--- src/rtl/cmd_dispatch.sv ---
// Command dispatcher: decodes a UART command byte, enables one handler slot,
// muxes that handler's TX stream, and replies with a NAK byte for unknown commands.
module cmd_dispatch #(
    parameter int          NUM_CMD        = 4,
    parameter logic [7:0]  CMD_BASE       = 8'h01,
    parameter logic [7:0]  NAK_BYTE       = 8'hEE,
    parameter logic [23:0] TIMEOUT_CYCLES = 24'd1000000
) (
    input  logic        clk,
    input  logic        reset,
    input  logic        rx_ready,
    input  logic [7:0]  rx_data,
    input  logic        tx_active,
    output logic        tx_start,
    output logic [7:0]  tx_data,
    output logic [3:0]  activate,
    input  logic [3:0]  done,
    input  logic [3:0]  h_tx_start,
    input  logic [31:0] h_tx_data,
    output logic        busy,
    output logic        err_unknown,
    output logic        err_timeout
);

    typedef enum logic [1:0] {IDLE, ACTIVE, RELEASE, NAK} state_t;

    state_t      state;
    state_t      state_nxt;
    logic [1:0]  sel;
    logic [1:0]  sel_nxt;
    logic [23:0] timer;
    logic [23:0] timer_nxt;
    logic        rx_ready_q;
    logic        err_unknown_nxt;
    logic        err_timeout_nxt;
    logic        rx_rise;
    logic        cmd_valid;
    logic        sel_done;
    logic        timeout_hit;

    assign rx_rise     = rx_ready & ~rx_ready_q;
    // Range check in 9 bits so CMD_BASE+NUM_CMD cannot wrap past 8'hFF.
    assign cmd_valid   = ({1'b0, rx_data} >= {1'b0, CMD_BASE}) &&
                         ({1'b0, rx_data} < ({1'b0, CMD_BASE} + 9'(NUM_CMD)));
    assign sel_done    = done[sel];
    assign timeout_hit = (TIMEOUT_CYCLES != 24'd0) && (timer == TIMEOUT_CYCLES - 24'd1);
    assign busy        = (state != IDLE);

    always_comb begin
        state_nxt       = state;
        sel_nxt         = sel;
        timer_nxt       = timer;
        err_unknown_nxt = 1'b0;
        err_timeout_nxt = 1'b0;
        tx_start        = 1'b0;
        tx_data         = 8'h00;
        case (state)
            IDLE: begin
                if (rx_rise) begin
                    if (cmd_valid) begin
                        sel_nxt   = 2'(rx_data - CMD_BASE);
                        timer_nxt = 24'd0;
                        state_nxt = ACTIVE;
                    end else begin
                        err_unknown_nxt = 1'b1;
                        state_nxt       = NAK;
                    end
                end
            end
            ACTIVE: begin
                tx_start = h_tx_start[sel];
                tx_data  = h_tx_data[{sel, 3'b000} +: 8];
                // Completion has priority over a simultaneous timeout.
                if (sel_done) begin
                    state_nxt = RELEASE;
                end else if (timeout_hit) begin
                    err_timeout_nxt = 1'b1;
                    state_nxt       = RELEASE;
                end else if ((TIMEOUT_CYCLES != 24'd0) && (timer != 24'hFFFFFF)) begin
                    timer_nxt = timer + 24'd1;
                end
            end
            RELEASE: begin
                tx_start = h_tx_start[sel];
                tx_data  = h_tx_data[{sel, 3'b000} +: 8];
                if (!sel_done && !rx_ready && !tx_active) begin
                    state_nxt = IDLE;
                end
            end
            NAK: begin
                tx_data = NAK_BYTE;
                if (!tx_active) begin
                    tx_start  = 1'b1;
                    state_nxt = IDLE;
                end
            end
            default: state_nxt = IDLE;
        endcase
    end

    // rx_ready_q resets high so a byte already pending at reset release is not a command.
    always_ff @(posedge clk or posedge reset) begin
        if (reset) begin
            state       <= IDLE;
            sel         <= 2'd0;
            timer       <= 24'd0;
            rx_ready_q  <= 1'b1;
            activate    <= 4'b0000;
            err_unknown <= 1'b0;
            err_timeout <= 1'b0;
        end else begin
            state       <= state_nxt;
            sel         <= sel_nxt;
            timer       <= timer_nxt;
            rx_ready_q  <= rx_ready;
            activate    <= (state_nxt == ACTIVE) ? (4'b0001 << sel_nxt) : 4'b0000;
            err_unknown <= err_unknown_nxt;
            err_timeout <= err_timeout_nxt;
        end
    end

endmodule

--- config.mk ---
export PLATFORM = sky130hd
export DESIGN_NAME = cmd_dispatch
export DESIGN_NICKNAME = d
export VERILOG_FILES = /design/src/rtl/cmd_dispatch.sv
export SDC_FILE = /design/constraint.sdc
export NUM_CORES = 1
export LEC_CHECK = 0
export ABC_AREA = 0
export CAP_MARGIN = 20
export CORE_ASPECT_RATIO = 1.1
export CORE_MARGIN = 10
export CORE_UTILIZATION = 43
export DETAILED_ROUTE_END_ITERATION = 6
export PLACE_DENSITY = 0.77
export SLEW_MARGIN = 20
export SYNTH_ARGS = -nofsm -noshare
export SYNTH_HDL_FRONTEND = slang
export SYNTH_SLANG_ARGS = --single-unit
export TNS_END_PERCENT = 20
--- constraint.sdc ---
create_clock -name clk -period 2.2 [get_ports clk]
set_input_delay 0.44 -clock clk [delete_from_list [all_inputs] [get_ports clk]]
set_output_delay 0.44 -clock clk [all_outputs]
set_load 0.01 [all_outputs]
==> results.toml, run 1 <==
[setup_path]
cp.arrival_ns = 2.67
start_kind = "flip-flop"
reg2reg_slack_ns = -0.25
crit_fanout = 7
path_class = "flip-flop to flip-flop"
end_kind = "flip-flop"
required_ns = 2.42

[global_route]
grt_pass1_vias = 2716
grt_usage_pct = 16.9
grt_pass1_wl_um = 12500
grt_max_degree = 36
grt_antenna_before_repair = 0
grt-ovfl-total = 0

[logic_synthesis]
synthesis.area_um2 = 2320
yosysWarningCount = 0
syn_area_per_cell_um2 = 9.30
synthArstFlopShare_pct = 100
synth_cell_types = 44
synthCells = 249
ys.flop_type = "dfrtp_1"
yosysSeqAreaShare_pct = 37.9
synth_edf_count = 0
syn_nets = 308
ys_seq_elements = 35

[clocking]
cts_sinks = 35
numCtsBuffers = 5
insertion_delay_ns = 0.29
clk_pin_slew_ns = 0.07
clk_path_buf_depth = 2
ctsHtreeMaxLevel = 2
clock-root-buffer = "clkbuf_8"
cts_tree = "built"

[pwr]
power.switching_mw = 1.34
p_per_area_nw_per_um2 = 912
p_sw_share_pct = 38.8
pwr-share-seq_pct = 21.3
vdd_drop_max_v = 0.000575
p_int_mw = 2.11
p_comb_share_pct = 62.1
power_frac_clock_pct = 16.6
leakagePower_nw = 1.60

[route]
wirelength_um = 7660
drc = 0
num_vias = 2565
ant_nets = 0
post_drt_wl_per_cell_um = 17.2
drtPass1Iterations = 4
viasPerCell = 5.76
drtIter0Drc = 158

[layout]
fillCellCount = 353
fin_nets = 431
finalInstanceArea_um2 = 3780
layout-drive-gt1-share_pct = 36.5
antenna_cells = 0
syn2layout_area_growth_pct = 63.4

[timing]
max_slew.worst_pin.slew_ns = 0.438
fin_ws_ns = -0.247
tns_ns = -2.55
relSlewSlack_pct = 70.8
setup_viol = 17
skew_ns = 0.00835
period_needed_ns = 2.45
period_share_pct = 111
hold_viol = 0
slew_violations = 0
fmax_mhz = 409
rsz0062_at_grt = "true"

[placement]
io_buffers = 67
place_area_um2 = 3400
place_congestion = 0.923
dp_hpwl_um = 5880

[floorplanning]
die_w_um = 90.0
start_util_pct = 45.4
io_pins = 68
die_h_um = 97.0
rows = 27
coreArea_um2 = 5100
die_area_um2 = 8720

[run_status]
violations = "setup timing"
status = "complete, but fails checks"

[worst_hold_path]
holdCritPathClass = "flip-flop to flip-flop"

[job]
cap_violations = 0
==> worst max-delay path: stages (launching register included) <==
cell and delay (ns):
dfrtp_2 0.37, buf_6 0.09, mux4_2 0.50, nand2b_4 0.16, o21bai_4 0.17, a211o_1 0.29
buf_6 0.15, buf_6 0.13, or3_1 0.38, a21oi_2 0.14
==> path summary, 6_finish.rpt <==
check	startpoint	to	cells after the start
hold reg to reg	timer[14]$_DFFE_PP0P_	timer[14]$_DFFE_PP0P_	1
hold / removal	timer[14]$_DFFE_PP0P_	timer[14]$_DFFE_PP0P_	1
setup reg to reg	sel[0]$_DFF_PP0_	timer[5]$_DFFE_PP0P_	9
min in group asynchronous	reset	activate[0]$_DFF_PP0_	3
max in group asynchronous	reset	rx_ready_q$_DFF_PP1_	3
setup / recovery	sel[0]$_DFF_PP0_	timer[5]$_DFFE_PP0P_	9
==> cells in the final DEF (no fill, tap or decap), types with 9 or more instances in the layout <==
cell type,n
dfrtp_1,33
nand2_1,18
buf_2,9
buf_4,47
mux4_2,10
a21oi_1,12
a21oi_2,14
nand3_1,11
o21ai_0,9
buf_6,11
nor2_1,19
clkdlybuf4s50_1,51
==> synth_stat cells (2+ instances only) <==
cell type	instances	area share, %
dfrtp_1	34	37
a21oi_1	26	5.6
nor2_1	20	3.2
nand2_1	19	3.1
o21ai_0	19	4.1
inv_1	11	1.8
nand3_1	11	2.4
mux4_2	10	9.7
o31ai_1	10	3.2
or3_1	10	2.7
or4_1	9	2.9
nand4_1	8	2.2
ha_1	7	3.8
clkbuf_1	5	0.81
nor4b_1	5	1.9
and4_1	4	1.5
and3_1	3	0.81
a21o_1	2	0.65
a311oi_1	2	0.76
and2_1	2	0.54
buf_1	2	0.32
buf_2	2	0.43
nand2b_1	2	0.54
nand3b_1	2	0.65
nor2b_1	2	0.54
nor3_1	2	0.43
o21a_1	2	0.65
or2_2	2	0.54
==> power groups by stage <==
stage / Combinational, mW / Sequential (mW) / Clock (mW)
after global placement: 1.74 / 0.740 / 0
after floorplan: 0.859 / 0.750 / 0
after global routing: 2.33 / 0.743 / 0.612
after CTS: 1.99 / 0.731 / 0.589
after detailed placement: 1.76 / 0.743 / 0
final: 2.14 / 0.734 / 0.574
==> state kept, by name (all words and copies together) (netlist names) <==
| name | count |
|---|---|
| err_unknown | 1 |
| rx_ready_q | 1 |
| activate | 4 |
| sel | 2 |
| state | 2 |
| timer | 24 |
| err_timeout | 1 |
==> through the flow <==
| stage | total power, mW | instances | setup WS, ns | hold WS (ns) | util (%) |
|---|---|---|---|---|---|
| finish | 3.45 | 445 | -0.247 | 0.530 | 74.2 |
| global route | 3.69 | 445 | -0.352 | 0.570 | 74.2 |
| CTS | 3.31 | 444 | -0.306 | 0.527 | 71.8 |
| detailed placement | 2.51 | 428 | -0.758 | 0.514 | 66.7 |
| global placement | 2.48 | 428 | -0.702 | 0.521 | 66.7 |
| floorplan | 1.61 | 249 | -0.0828 | 0.444 | - |
==> repair_timing <==
action	in CTS	in global routing
hold buffers	0	0
cloned	1	0
pin swaps	28	11
gates resized for setup	71	43
buffers inserted	7	1
endpoints found under the setup margin	38	36
==> metal layers <==
metal / vias up / part of all wire (%) / track usage (%)
li1: 1194 / - / -
met1: 1232 / 36 / 17.1
met3: 16 / 10 / 8.10
met4: 0 / 2.0 / 5.23
met2: 123 / 52 / 29.8
met5: - / 0 / 0
==> logic make-up (layout without fill, tap and decap cells) <==
family | Yosys count | count (layout) | synth area share (%)
fa+ha+maj | 7 | 7 | 3.78
flops | 35 | 35 | 37.9
simple gates | 104 | 104 | 25.2
compound gates | 71 | 71 | 19.1
mux | 11 | 11 | 10.2
buf+inv | 21 | 145 | 3.84
==> final cells by class <==
cell class	instances	area (um^2)	share of cell area, %
timing repair buffer	126	1120	29.7
tap	72	90.1	2.38
inverter	11	41.3	1.09
clock inverter	3	43.8	1.16
sequential	35	878	23.2
multi-input combinational	193	1540	40.6
clock buffer	5	68.8	1.82
No activity file was read; power rests on OpenSTA's default activity.
==> run 2: changes to the inputs <==
- CORE_UTILIZATION: 43 -> 48
- PLACE_DENSITY: 0.77 -> 0.81
- clock period: 2.2 -> 2.75 ns (I/O delays scaled with it)
==> run 2 against run 1 <==
  * The run now ends clean
  * Non-clock buffer count down 32
  * Clock power decreased by 29%
  * Via count down 6.9%
  * Sequential share of layout area grew 2.3 points
  * Final cell count decreased by 11%
  * Sequential power fell by 19%
  * Global-route usage is 0.82 points higher
  * Design area fell by 9.3%
  * Worst hold slack improved by 0.024 ns
  * First-iteration DRC count grew 8.2%
  * Count of clock-buffer cells in the layout rose by 1
  * Core utilization shrank 0.37 points
  * Critical path type is now primary input to flip-flop
  * Critical endpoint is now timer[15]$_DFFE_PP0P_
  * Largest power group unchanged
==> results.toml, run 2 (synthesized netlist as in run 1, its figures left out) <==
[run_status]
status = "finished, final reports clean"

[placement]
place_inst = 385
io_buffers = 67
place_area_um2 = 3190
dpl_worst_slack_ns = -0.241
place_congestion = 0.895
dp_hpwl_um = 5780

[floorplanning]
die_area_um2 = 8010
coreArea_um2 = 4650
die_w_um = 86.2
die_h_um = 92.9
rows = 26
start_util_pct = 49.8
io_pins = 68

[setup_path]
crit_fanout = 7
start_kind = "primary input"
worstReg2RegStart = "sel[0]$_DFF_PP0_"
reg2reg_depth = 7
crit_path_top_delay_cell = "mux4_2"
critPathBufInv = 2
reg2reg_to = "timer[15]$_DFFE_PP0P_"
cp.arrival_ns = 2.93
slowest_delay_ns = 0.48
required_ns = 2.97
crit_family = "compound AO/OA/AOI/OAI gates"
reg2reg_slack_ns = 0.21
path_cells = "clkdlybuf4s50_1 > mux4_2 > nand2b_4 > o21bai_4 > a211o_4 > buf_12 > or4_1 > a21oi_1"
end_kind = "flip-flop"
path_class = "primary input to flip-flop"

[layout]
finalInstanceArea_um2 = 3430
syn2layout_area_growth_pct = 48.2
final_util_pct = 73.8
fin_nets = 399
final_cells = 397
layout.area.seq_um2 = 877
multi_input_area_um2 = 1400
mostFrequentLayoutCell = "clkdlybuf4s50_1"
largest_reg_flops = 24
fillCellCount = 309
mostFrequentLayoutCells = "clkdlybuf4s50_1, dfrtp_1, a21oi_1"
reg.largest.list = "timer (24), activate (4)"
antenna_cells = 0
layout-drive-gt1-share_pct = 17.9
largest_register = "timer"

[route]
num_vias = 2389
drc = 0
drtIter0Drc = 171
post_drt_wl_per_cell_um = 19.0
ant_nets = 0
viasPerCell = 6.02
wirelength_um = 7550
drtPass1Iterations = 4

[job]
cap_violations = 0

[worst_hold_path]
hold_path_end = "timer[14]$_DFFE_PP0P_"
hold_depth = 1
holdCritPathClass = "flip-flop to flip-flop"
min_from = "timer[14]$_DFFE_PP0P_"

[timing]
holdWs_ns = 0.554
fin_ws_ns = 0.0426
tns_ns = 0
setup_viol = 0
max_slew.worst_pin.slew_ns = 0.535
skew_ns = 0.00911
hold_viol = 0
relSlewSlack_pct = 63.8
slew_violations = 0
period_needed_ns = 2.71
fmax_mhz = 369
period_share_pct = 98.5

[global_route]
grt_pass1_vias = 2420
grt_max_degree = 36
grt_pass1_wl_um = 11700
grt-ovfl-total = 0
grt_usage_pct = 17.7
grt_antenna_before_repair = 0

[clocking]
insertion_delay_ns = 0.30
clk_pin_slew_ns = 0.08
cts_tree = "built"
cts_sinks = 35
clock-root-buffer = "clkbuf_8"
ctsHtreeMaxLevel = 2
clk_path_buf_depth = 2
numCtsBuffers = 5
hold_buffers = 0

[pwr]
leakagePower_nw = 1.40
total_power_mw = 2.54
vdd_drop_max_v = 0.000588
p_per_area_nw_per_um2 = 739
-- run 2: cell types whose count changed in the layout (fill, tap and decap cells not counted), sizes merged --
cell / before / now
bufinv: 1 / 0
clkinvlp: 0 / 1
clkdlybuf4s50: 51 / 64
dlygate4sd2: 3 / 0
dlymetal6s2s: 4 / 3
buf: 68 / 25
clkbuf: 5 / 8
clkinv: 2 / 1
-- run 2: worst reg2reg max path, stage by stage (launching register included) --
cell and delay [ns]:
dfrtp_1 0.42, mux4_2 0.54, nand2b_4 0.16, o21bai_4 0.18, a211o_4 0.38, buf_12 0.15
or4_1 0.46, a21oi_1 0.17
-- run 2: per-layer routing --
layer  track usage, %  up-vias  part of all wire (%)
met2             30.8       79                    52
met1             20.3     1165                    38
met4             3.65        0                   1.2
li1                 -     1134                     -
met5                0        -                     0
met3             6.22       11                   8.1
-- run 2: cell type report --
cell class / instances / share of cell area [%]
Multi-Input combinational cell: 193 / 40.8
Timing Repair Buffer: 94 / 27.5
Sequential cell: 35 / 25.5
Clock buffer: 6 / 2.41
Tap cell: 56 / 2.04
Inverter: 11 / 1.20
Clock inverter: 2 / 0.474
-- run 2: report_power, final --
group	switching, mW	internal (mW)	leakage [nW]
Clock	0.201	0.204	0.0474
Sequential	0.0344	0.558	0.481
Combinational	0.763	0.776	0.868
-- run 2: worst max path at each step --
stage / start / to / slack, ns / depth (start not counted)
2_1_floorplan: done[3] / timer[8]$_DFFE_PP0P_ / 0.30 / 7
3_5_place_dp: rx_data[0] / timer[19]$_DFFE_PP0P_ / -0.24 / 10
3_3_place_gp: done[3] / timer[19]$_DFFE_PP0P_ / -0.19 / 8
6_report: done[3] / timer[15]$_DFFE_PP0P_ / 0.04 / 8
4_1_cts: sel[0]$_DFF_PP0_ / tx_start / 0.02 / 5
5_1_grt: done[2] / timer[15]$_DFFE_PP0P_ / -0.09 / 8
-- run 2: timing repair --
| action | 4_1_cts | 5_1_grt |
|---|---|---|
| gates resized for setup | 0 | 18 |
| buffers inserted | 0 | 2 |
| endpoints found under the setup margin | 0 | 17 |
==> run 3: changes to the inputs <==
- GPL_TIMING_DRIVEN: default -> 0
- SLEW_MARGIN: 20 -> default
==> run 3 against run 2 <==
  * Sequential share of layout area grew 1.3 points
  * Via count decreased by 1.6%
  * Critical path depth down 3
  * Combinational power down 21%
  * Worst setup slack better by 0.0038 ns
  * Register-to-register slack worse by 0.05 ns
  * Design area decreased by 4.9%
  * Worst hold slack worse by 0.026 ns
  * Global-route usage is 0.34 points lower
  * Maximum frequency grew 0.14%
  * Clock skew is 0.0045 ns lower
==> results.toml, run 3 (synthesized netlist as in run 1, its figures left out) <==
[run_status]
status = "finished, final reports clean"

[timing]
period_needed_ns = 2.70
fin_ws_ns = 0.0464
rsz0062_at_grt = "true"
period_share_pct = 98.3
slew_violations = 0
tns_ns = 0
hold_viol = 0
setup_viol = 0
relSlewSlack_pct = 39.6
skew_ns = 0.00462
max_slew.worst_pin.slew_ns = 0.905
fmax_mhz = 370
holdWs_ns = 0.527

[floorplanning]
start_util_pct = 49.8
rows = 26
coreArea_um2 = 4650
io_pins = 68
die_area_um2 = 8010
die_w_um = 86.2
die_h_um = 92.9

[layout]
finalInstanceArea_um2 = 3260
multi_input_area_um2 = 1410
syn2layout_area_growth_pct = 41.0
layout-drive-gt1-share_pct = 12.6
largest_reg_flops = 24
antenna_cells = 0
fin_nets = 383
layout.area.seq_um2 = 877
fillCellCount = 341
reg.largest.list = "timer (24), activate (4)"
mostFrequentLayoutCell = "clkdlybuf4s50_1"
mostFrequentLayoutCells = "clkdlybuf4s50_1, dfrtp_1, a21oi_1"
largest_register = "timer"

[clocking]
cts_tree = "built"
cts_sinks = 35
numCtsBuffers = 5
clk_path_buf_depth = 2
ctsHtreeMaxLevel = 2
clock-root-buffer = "clkbuf_8"
clk_pin_slew_ns = 0.07
hold_buffers = 0
insertion_delay_ns = 0.29

[worst_hold_path]
min_from = "timer[14]$_DFFE_PP0P_"
hold_depth = 1
holdCritPathClass = "flip-flop to flip-flop"

[job]
cap_violations = 0

[route]
wirelength_um = 7060
drtPass1Iterations = 4
ant_nets = 0
drc = 0
post_drt_wl_per_cell_um = 18.5
drtIter0Drc = 176
viasPerCell = 6.17
num_vias = 2350

[placement]
io_buffers = 67
place_area_um2 = 3080
dp_hpwl_um = 5650
place_congestion = 0.906
dpl_worst_slack_ns = -0.531

[setup_path]
start_kind = "primary input"
crit_fanout = 1
cp.arrival_ns = 2.15
reg2reg_slack_ns = 0.16
path_class = "primary input to primary output"
critPathLaunch = "h_tx_start[3]"
worstReg2RegStart = "state[1]$_DFF_PP0_"
required_ns = 2.20
reg2reg_depth = 9
end_kind = "primary output"

[global_route]
grt_pass1_vias = 2400
grt_max_degree = 23
grt-ovfl-total = 0
grt_pass1_wl_um = 11500
grt_antenna_before_repair = 0
grt_usage_pct = 17.4

[pwr]
leakagePower_nw = 1.33
p_per_area_nw_per_um2 = 665
total_power_mw = 2.17
vdd_drop_max_v = 0.000544
-- run 3: cell types whose count changed in the layout (fill, tap and decap cells not counted), moves of 4 or more --
cell / before / now
buf_4: 22 / 1
clkbuf_1: 0 / 4
clkdlybuf4s50_1: 64 / 60
dlymetal6s2s_1: 3 / 7
-- run 3: critical path, stage by stage --
cell and delay (ns):
clkdlybuf4s50_1 0.39, mux4_2 0.47, a21oi_1 0.17, nor2_1 0.05, clkdlybuf4s50_1 0.51
-- run 3: repair_timing --
| item | in CTS | in global routing |
|---|---|---|
| gates resized for setup | 11 | 18 |
| buffers inserted | 1 | 0 |
| pin swaps | 7 | 3 |
| setup endpoints to repair | 29 | 27 |
-- run 3: routing by layer --
metal | track usage, % | vias to the layer above | share of wire, %
met5 | 0 | - | 0
met4 | 3.92 | 0 | 1.7
met3 | 5.70 | 15 | 7.3
met2 | 31.6 | 88 | 53
met1 | 18.9 | 1144 | 38
li1 | - | 1103 | -
-- run 3: through the flow --
stage / utilization (%) / std cells
final: 70.2 / 381
after global routing: 70.2 / 381
after CTS: 69.2 / 382
after detailed placement: 66.3 / 373
after global placement: 65.7 / 372
after floorplan: - / 249
-- run 3: final timing paths --
path	endpoint
setup / recovery	tx_start
hold / removal	timer[14]$_DFFE_PP0P_
setup reg to reg	timer[8]$_DFFE_PP0P_
hold reg to reg	timer[14]$_DFFE_PP0P_
max in group asynchronous	timer[16]$_DFFE_PP0P_
min in group asynchronous	activate[3]$_DFF_PP0_
-- run 3: layout make-up --
cell class	instances	share of cell area [%]
sequential	35	26.9
tap	56	2.15
clock inverter	1	0.153
timing repair buffer	69	22.2
inverter	11	1.26
buffer	9	1.95
multi-input combinational	193	43.1
clock buffer	7	2.34
-- run 3: where the power goes --
group / switching [mW] / internal, mW
Clock: 0.191 / 0.178
Sequential: 0.0329 / 0.559
Combinational: 0.685 / 0.525
